===== config.mk =====
export PLATFORM = sky130hd
export DESIGN_NAME = hc595_and_feeder_flat
export DESIGN_NICKNAME = d
export VERILOG_FILES = /design/src/rtl/hc595_and_feeder_if.sv /design/src/rtl/hc595_and_feeder.sv /design/src/flat_wrapper.sv
export SDC_FILE = /design/constraint.sdc
export NUM_CORES = 1
export LEC_CHECK = 0
export CELL_PAD_IN_SITES_DETAIL_PLACEMENT = 2
export CELL_PAD_IN_SITES_GLOBAL_PLACEMENT = 2
export CORE_MARGIN = 3
export CORE_UTILIZATION = 32
export CTS_CLUSTER_SIZE = 16
export DETAILED_ROUTE_END_ITERATION = 7
export PLACE_DENSITY = 0.83
export SLEW_MARGIN = 10
export SYNTH_ARGS = -nofsm -noshare
export SYNTH_HDL_FRONTEND = slang
export SYNTH_SLANG_ARGS = --single-unit

===== constraint.sdc =====
create_clock -name clk_i -period 2.9 [get_ports clk_i]
set_input_delay 0.87 -clock clk_i [delete_from_list [all_inputs] [get_ports clk_i]]
set_output_delay 0.87 -clock clk_i [all_outputs]
set_load 0.02 [all_outputs]

===== src/rtl/hc595_and_feeder_if.sv =====
// Host-side serial link and storage outputs of the 595-style feeder.
// Host drives ser/sh_en/lat_en/sr_clr/oe_n; the feeder drives q, q_en, qh_s,
// frame_rdy and ovr. q[WIDTH/2-1:0] feeds AND input A, the upper half feeds B.
interface hc595_and_feeder_if #(
  parameter int WIDTH = 8
);
  logic             ser;
  logic             sh_en;
  logic             lat_en;
  logic             sr_clr;
  logic             oe_n;
  logic [WIDTH-1:0] q;
  logic             q_en;
  logic             qh_s;
  logic             frame_rdy;
  logic             ovr;

  modport master (
    output ser, sh_en, lat_en, sr_clr, oe_n,
    input  q, q_en, qh_s, frame_rdy, ovr
  );

  modport slave (
    input  ser, sh_en, lat_en, sr_clr, oe_n,
    output q, q_en, qh_s, frame_rdy, ovr
  );
endinterface


===== src/rtl/hc595_and_feeder.sv =====
// 74HC595-style shift register + storage latch feeding the quad AND stage,
// with a bit counter, frame-ready flag, sticky overrun flag and optional auto-latch.
// Ports: clk_i, rst_i (sync, active-high), bus (slave modport of hc595_and_feeder_if).
// WIDTH must be even and >= 2. Storage updates one edge after a latch is sampled.
module hc595_and_feeder #(
  parameter int WIDTH      = 8,
  parameter bit AUTO_LATCH = 1'b0
) (
  input logic               clk_i,
  input logic               rst_i,
  hc595_and_feeder_if.slave bus
);
  localparam int CW = $clog2(WIDTH + 1);

  // Counter states: EMPTY (0), FILLING (between), FULL (WIDTH).
  localparam logic [CW-1:0] CNT_EMPTY = '0;
  localparam logic [CW-1:0] CNT_ONE   = CW'(1);
  localparam logic [CW-1:0] CNT_FULL  = CW'(WIDTH);

  // Bit 0 here is sr[1] of the part: the newest serial bit enters at the bottom.
  logic [WIDTH-1:0] sr_q, sr_d;
  logic [WIDTH-1:0] st_q, st_d;
  logic [CW-1:0]    cnt_q, cnt_d;
  logic             ovr_q, ovr_d;

  logic cnt_full;
  logic latch_eff;

  assign cnt_full  = (cnt_q == CNT_FULL);
  // Auto-latch fires on the edge after the WIDTH-th shift, while the frame sits full.
  assign latch_eff = bus.lat_en | (AUTO_LATCH & cnt_full);

  always_comb begin
    sr_d  = sr_q;
    st_d  = st_q;
    cnt_d = cnt_q;
    ovr_d = ovr_q;

    // Storage always captures the pre-edge shift register, so a shift and
    // latch on the same edge leaves storage one bit behind.
    if (latch_eff) begin
      st_d = sr_q;
    end

    if (bus.sr_clr) begin
      sr_d  = '0;
      cnt_d = CNT_EMPTY;
      ovr_d = 1'b0;
    end else begin
      if (bus.sh_en) begin
        sr_d = {sr_q[WIDTH-2:0], bus.ser};
      end

      if (latch_eff) begin
        // The bit shifted on the latch edge is the first bit of the next frame.
        cnt_d = bus.sh_en ? CNT_ONE : CNT_EMPTY;
      end else if (bus.sh_en) begin
        if (!cnt_full) begin
          cnt_d = cnt_q + CNT_ONE;
        end else begin
          // Saturate and flag: an unlatched bit has just been pushed out.
          ovr_d = 1'b1;
        end
      end
    end
  end

  always_ff @(posedge clk_i) begin
    if (rst_i) begin
      sr_q  <= '0;
      st_q  <= '0;
      cnt_q <= CNT_EMPTY;
      ovr_q <= 1'b0;
    end else begin
      sr_q  <= sr_d;
      st_q  <= st_d;
      cnt_q <= cnt_d;
      ovr_q <= ovr_d;
    end
  end

  assign bus.q         = st_q;
  assign bus.q_en      = ~bus.oe_n & ~rst_i;
  assign bus.qh_s      = sr_q[WIDTH-1];
  assign bus.frame_rdy = cnt_full;
  assign bus.ovr       = ovr_q;
endmodule


===== src/flat_wrapper.sv =====
// flat-port wrapper written by rule: the top's interface ports become plain ports
module hc595_and_feeder_flat 
#(
  parameter int WIDTH      = 8,
  parameter bit AUTO_LATCH = 1'b0
)
  (clk_i, rst_i, bus_ser, bus_sh_en, bus_lat_en, bus_sr_clr, bus_oe_n, bus_q, bus_q_en, bus_qh_s, bus_frame_rdy, bus_ovr);
  hc595_and_feeder_if #(.WIDTH(WIDTH)) bus_i ();
  input logic clk_i;
  input logic rst_i;
  input wire logic [$bits(bus_i.ser)-1:0] bus_ser;
  input wire logic [$bits(bus_i.sh_en)-1:0] bus_sh_en;
  input wire logic [$bits(bus_i.lat_en)-1:0] bus_lat_en;
  input wire logic [$bits(bus_i.sr_clr)-1:0] bus_sr_clr;
  input wire logic [$bits(bus_i.oe_n)-1:0] bus_oe_n;
  output wire logic [$bits(bus_i.q)-1:0] bus_q;
  output wire logic [$bits(bus_i.q_en)-1:0] bus_q_en;
  output wire logic [$bits(bus_i.qh_s)-1:0] bus_qh_s;
  output wire logic [$bits(bus_i.frame_rdy)-1:0] bus_frame_rdy;
  output wire logic [$bits(bus_i.ovr)-1:0] bus_ovr;
  assign bus_i.ser = bus_ser;
  assign bus_i.sh_en = bus_sh_en;
  assign bus_i.lat_en = bus_lat_en;
  assign bus_i.sr_clr = bus_sr_clr;
  assign bus_i.oe_n = bus_oe_n;
  assign bus_q = bus_i.q;
  assign bus_q_en = bus_i.q_en;
  assign bus_qh_s = bus_i.qh_s;
  assign bus_frame_rdy = bus_i.frame_rdy;
  assign bus_ovr = bus_i.ovr;
  hc595_and_feeder #(.WIDTH(WIDTH), .AUTO_LATCH(AUTO_LATCH)) u_core (.clk_i(clk_i), .rst_i(rst_i), .bus(bus_i));
endmodule

# Word-level counts from Yosys, hierarchy flattened

Index checks and enable logic that the tools add are counted.

Magnitude comparators: 0
Multiply operators: 0
Eq/ne operators: 2
Add/subtract/negate cells: 1
Divide/modulo/power cells: 0
Reduce and logical (&&, ||, !) cells: 4
Multiplexer cells: 4
Shift operators: 0
Bitwise logic cells: 4

Operator list:

| operator                                                       | number |
|---|---|
| 4-bit two-way mux                                              | 3 |
| 4-bit by 1-bit adder with 4-bit output (second input constant) | 1 |
| 4-bit == test (second input constant)                          | 1 |
| 1-bit inverter                                                 | 3 |
| 3-bit AND reduction                                            | 1 |
| 2-bit inequality test (second input constant)                  | 1 |
| 2-bit AND reduction                                            | 1 |
| 2-bit nonzero test                                             | 1 |
| 2-bit OR reduction                                             | 1 |
| 1-bit bitwise AND                                              | 1 |
| 1-bit two-way mux                                              | 1 |

Bits in writable memories: 0
Memories: 0
Output and inout port bits: 12
Bits of input ports: 7
Bits in read-only memories: 0
Latch bits: 0
Register bits: 21

# Longest topological paths before layout

Depth in word-level cells: 4
Mapped depth: 6
Mapped depth without buffers: 6

# Least setup slack after synthesis

No wires, ideal clock.

Kind: input-to-output
Start point: in rst_i
End point: out bus_q_en
Setup slack: 0.747 ns
Arrival time: 1.283 ns
Cell stages on the path: 2
Path through: buf_6 -> nor2_1

Cells in the longest elaborated chain, start to end: 2

RTL lines:

| item              | RTL line               | text |
|---|---|---|
| from (decl)       | flat_wrapper.sv:10     | `input logic rst_i;` |
| 1-bit inverter    | hc595_and_feeder.sv:83 | `assign bus.q_en = ~bus.oe_n & ~rst_i;` |
| 1-bit bitwise AND | hc595_and_feeder.sv:83 |  |
| to (decl)         | flat_wrapper.sv:17     | `output wire logic [$bits(bus_i.q_en)-1:0] bus_q_en;` |

Every way passes these cells.

# Worst setup path after layout

Ends and elaborated chain as after synthesis.

==> metrics.md <==
| Metric | Value |
|---|---|
| Die Y | `approximately 58 um` |
| Slowest cell delay on critical path | `420 ps` |
| Total GRT Usage | `0.1323` |
| Seq pwr share | `0.614` |
| Sequential cell area fraction in the yosys report | `0.4927` |
| Sum of negative setup slack | `0 ps` |
| Maximum clock path buffer count | `2` |
| Largest net degree at the start of global routing | `14` |
| Pint | `around 0.36 mW` |
| Clk pwr share | `0.302` |
| Vias in the first global route | `about 740` |
| GPL Wtd Cong | `0.6899` |
| Post-Syn Area | `853.3 sq um` |
| Number of enable flip-flop cells after synthesis | `0` |
| CP top delay family | `buffers and inverters` |
| Total CTS buffers | `3` |
| CTS HTree Levels | `1` |
| Synth area leaders | `dfxtp_1 49%, mux2i_1 19%, nor2_1 8.4%` |
| Hold Crit Endpoint | `u_core.bus.ovr` |
| CTS Hold Bufs | `0` |
| DIE AREA | `about 3300 sq um` |
| Avg WL per Cell | `between 10 and 15 um` |
| Finished Layout Cells | `between 100 and 150` |
| Row count | `18` |
| Max-cap violations | `0` |
| Min Tclk post-route | `roughly 2500 ps` |
| Kind of critical path | `in -> out` |
| Min-delay worst type | `reg -> reg` |
| First drt pass iteration count | `2` |
| GR peak layer | `met2` |
| Detailed placement HPWL | `1446 um` |
| Yosys top cell area share | `0.4927` |
| Filler cells | `between 200 and 300` |
| RR Endpoint | `u_core.cnt_q[2]` |
| Worst-Margin Slew | `~640 ps` |
| Final hold vios | `0` |
| Core area | `~2500 sq um` |
| Distinct cell type count after synthesis | `22` |
| Worst R2R Setup Slack | `around 1500 ps` |
| CTS tree | `yes` |
| Worst-path maximum fanout | `2` |
| Syn_nets | `93` |
| Utilization after layout | `0.4384` |
| RSZ-0062 raised after global routing | `false` |
| Worst path cell trace | `clkdlybuf4s50_1, nor2_1, dlymetal6s2s_1` |
| Post-synth ARST share | `0` |
| Pwr/cell area | `between 400 and 500 nW/um^2` |
| WL final | `~1900 um` |
| Postcts setup bufs | `0` |
| Switching Share | `0.2402` |
| Placed Cells | `130` |
| Mean area per synthesized cell | `between 10 and 15 sq um` |
| 1st-iter DRT viols | `5` |
| Cell accounting for the most synthesized area | `dfxtp_1` |
| # DRC | `0` |
| Post-Syn Instances | `between 80 and 90` |
| Net switching power | `0.1143 mW` |
| Status | `finished, final reports clean` |
| Via count | `643` |
| Warnings, synthesis | `0` |
| Fin. max-slew vios | `0` |
| Slowest CP cell | `clkdlybuf4s50_1` |
| Worst hold start | `u_core.bus.ovr` |
| Worst r2r path cells | `6` |
| Crit path arrival time | `~1600 ps` |
| Count leader, synth | `dfxtp_1` |
| Pwr Total | `~0.48 mW` |
| Inserted Diodes | `0` |
| Met2 usage | `0.2258` |
| Reg2reg start | `u_core.cnt_q[0]` |
| Area Overhead vs Synth | `28.45%` |
| # nets final | `~110` |
| First-pass GRT wire length | `between 3000 and 4000 um` |
| Commonest cells post-synth | `21 x dfxtp_1, 19 x nor2_1, 16 x mux2i_1` |
| Startpoint types | `primary input` |
| Final Cycle Share | `0.8539` |
| Initial antenna violation count | `0` |
| Clock slew at reported path FFs | `about 120 ps` |
| Worst skew pair latency | `310 ps` |
| Skew final | `3.283 ps` |
| Post-synth top flop | `dfxtp_1` |
| Maximum clock rate | `roughly 400 MHz` |
| Ports | `19` |
| Maximum VDD drop | `0.3134 mV` |
| Part of the power in combinational logic | `0.085` |
| Worst setup EP type | `output port` |
| CP required | `2030 ps` |
| Total gr overflow | `0` |
| Post-route ant nets | `0` |
| Layout cells sized above 1 | `0.08654` |
| Initial Util | `0.3413` |
| Die Width | `slightly below 60 um` |
| # port buffers | `18` |
| Hold WS | `504.5 ps` |
| Clock sinks | `21` |
| #FFs+latches synth | `21` |
| Met1 Use GR | `0.1595` |
| Max_slew headroom | `0.5730` |
| CTS Root Buffer Type | `clkbuf_4` |
| LEAKAGE | `between 0.4 and 0.5 nW` |
| Setup violators final | `0` |
| Worst path bufs/invs | `2` |
| Vias/cell | `4.799` |
| WHS Path Cells | `2` |
| Met3 global-route usage | `0.04677` |
-- worst max-delay path by stage --
stage	end	cells after the start	slack [ps]	from
3_5_place_dp	bus_q_en	3	20	rst_i
3_3_place_gp	bus_q_en	3	40	rst_i
6_report	bus_q_en	3	420	rst_i
2_1_floorplan	bus_q_en	2	750	rst_i
5_1_grt	bus_frame_rdy	5	290	u_core.cnt_q[0]
4_1_cts	bus_frame_rdy	5	20	u_core.cnt_q[1]
-- through the flow --
step | setup WS [ps] | instance area (sq um)
finish | 423.6 | 1096
global route | 288.6 | 1096
CTS | 16.96 | 1091
detailed placement | 17.05 | 1064
global placement | 38.49 | 1064
floorplan | 746.6 | 853.3
-- cell type report --
type | instances | area, sq um | area share
Tap cell | 30 | 37.54 | 0.03425
Multi-Input combinational cell | 54 | 387.9 | 0.3539
Clock inverter | 1 | 5.005 | 0.004566
Clock buffer | 3 | 22.52 | 0.02055
Sequential cell | 21 | 420.4 | 0.3836
Inverter | 4 | 15.01 | 0.01370
Timing Repair Buffer | 21 | 207.7 | 0.1895
-- state kept, by name, summed over array words and instances, names as in the netlist --
name,flops
u_core.cnt_q,4
u_core.sr_q,8
u_core.bus.ovr,1
u_core.bus.q,8
-- routing by layer --
layer / share of wire / wire (um) / vias up
li1: - / - / 320
met1: 0.45 / 856 / 308
met5: 0 / 0 / -
met4: 0.0058 / 11 / 0
met3: 0.042 / 80 / 2
met2: 0.50 / 961 / 13
-- worst min-delay path: stages (launching register included) --
cell,delay [ps]
dfxtp_1,350
a31oi_1,40
nor2_1,80
-- cell usage in the layout, fill, tap and decap left out, types with 2 or more instances in the layout --
cell type and count:
dfxtp_1 21, clkdlybuf4s50_1 16, clkbuf_4 3, nor2_1 19
nand3_1 2, buf_4 3, ha_1 2, a31oi_1 2
mux2i_1 16, dlymetal6s2s_1 2, nor3_1 2, inv_1 4
-- power groups by stage --
stage,clock network (mW),registers [mW],logic (mW)
after floorplan,0,0.298,0.0246
after global placement,0,0.298,0.0399
after detailed placement,0,0.298,0.0409
after CTS,0.152,0.292,0.0412
after global routing,0.162,0.292,0.0441
final,0.144,0.292,0.0403
-- timing repair --
item	CTS	global route
gates resized for setup	0	2
setup endpoints to repair	0	2
endpoints found under the hold margin	0	0
-- kinds of logic after synthesis --
kind of cell	after synthesis	synth area share
xor gates and xnor gates	1	0.01027
AOI/OAI and AO/OA	6	0.07331
muxes	16	0.1877
and+or+nand+nor	29	0.1540
DFF	21	0.4927
adders and majority gates	2	0.02932
buffers and inverters	9	0.05277
Power figures use the tool's default switching activity.
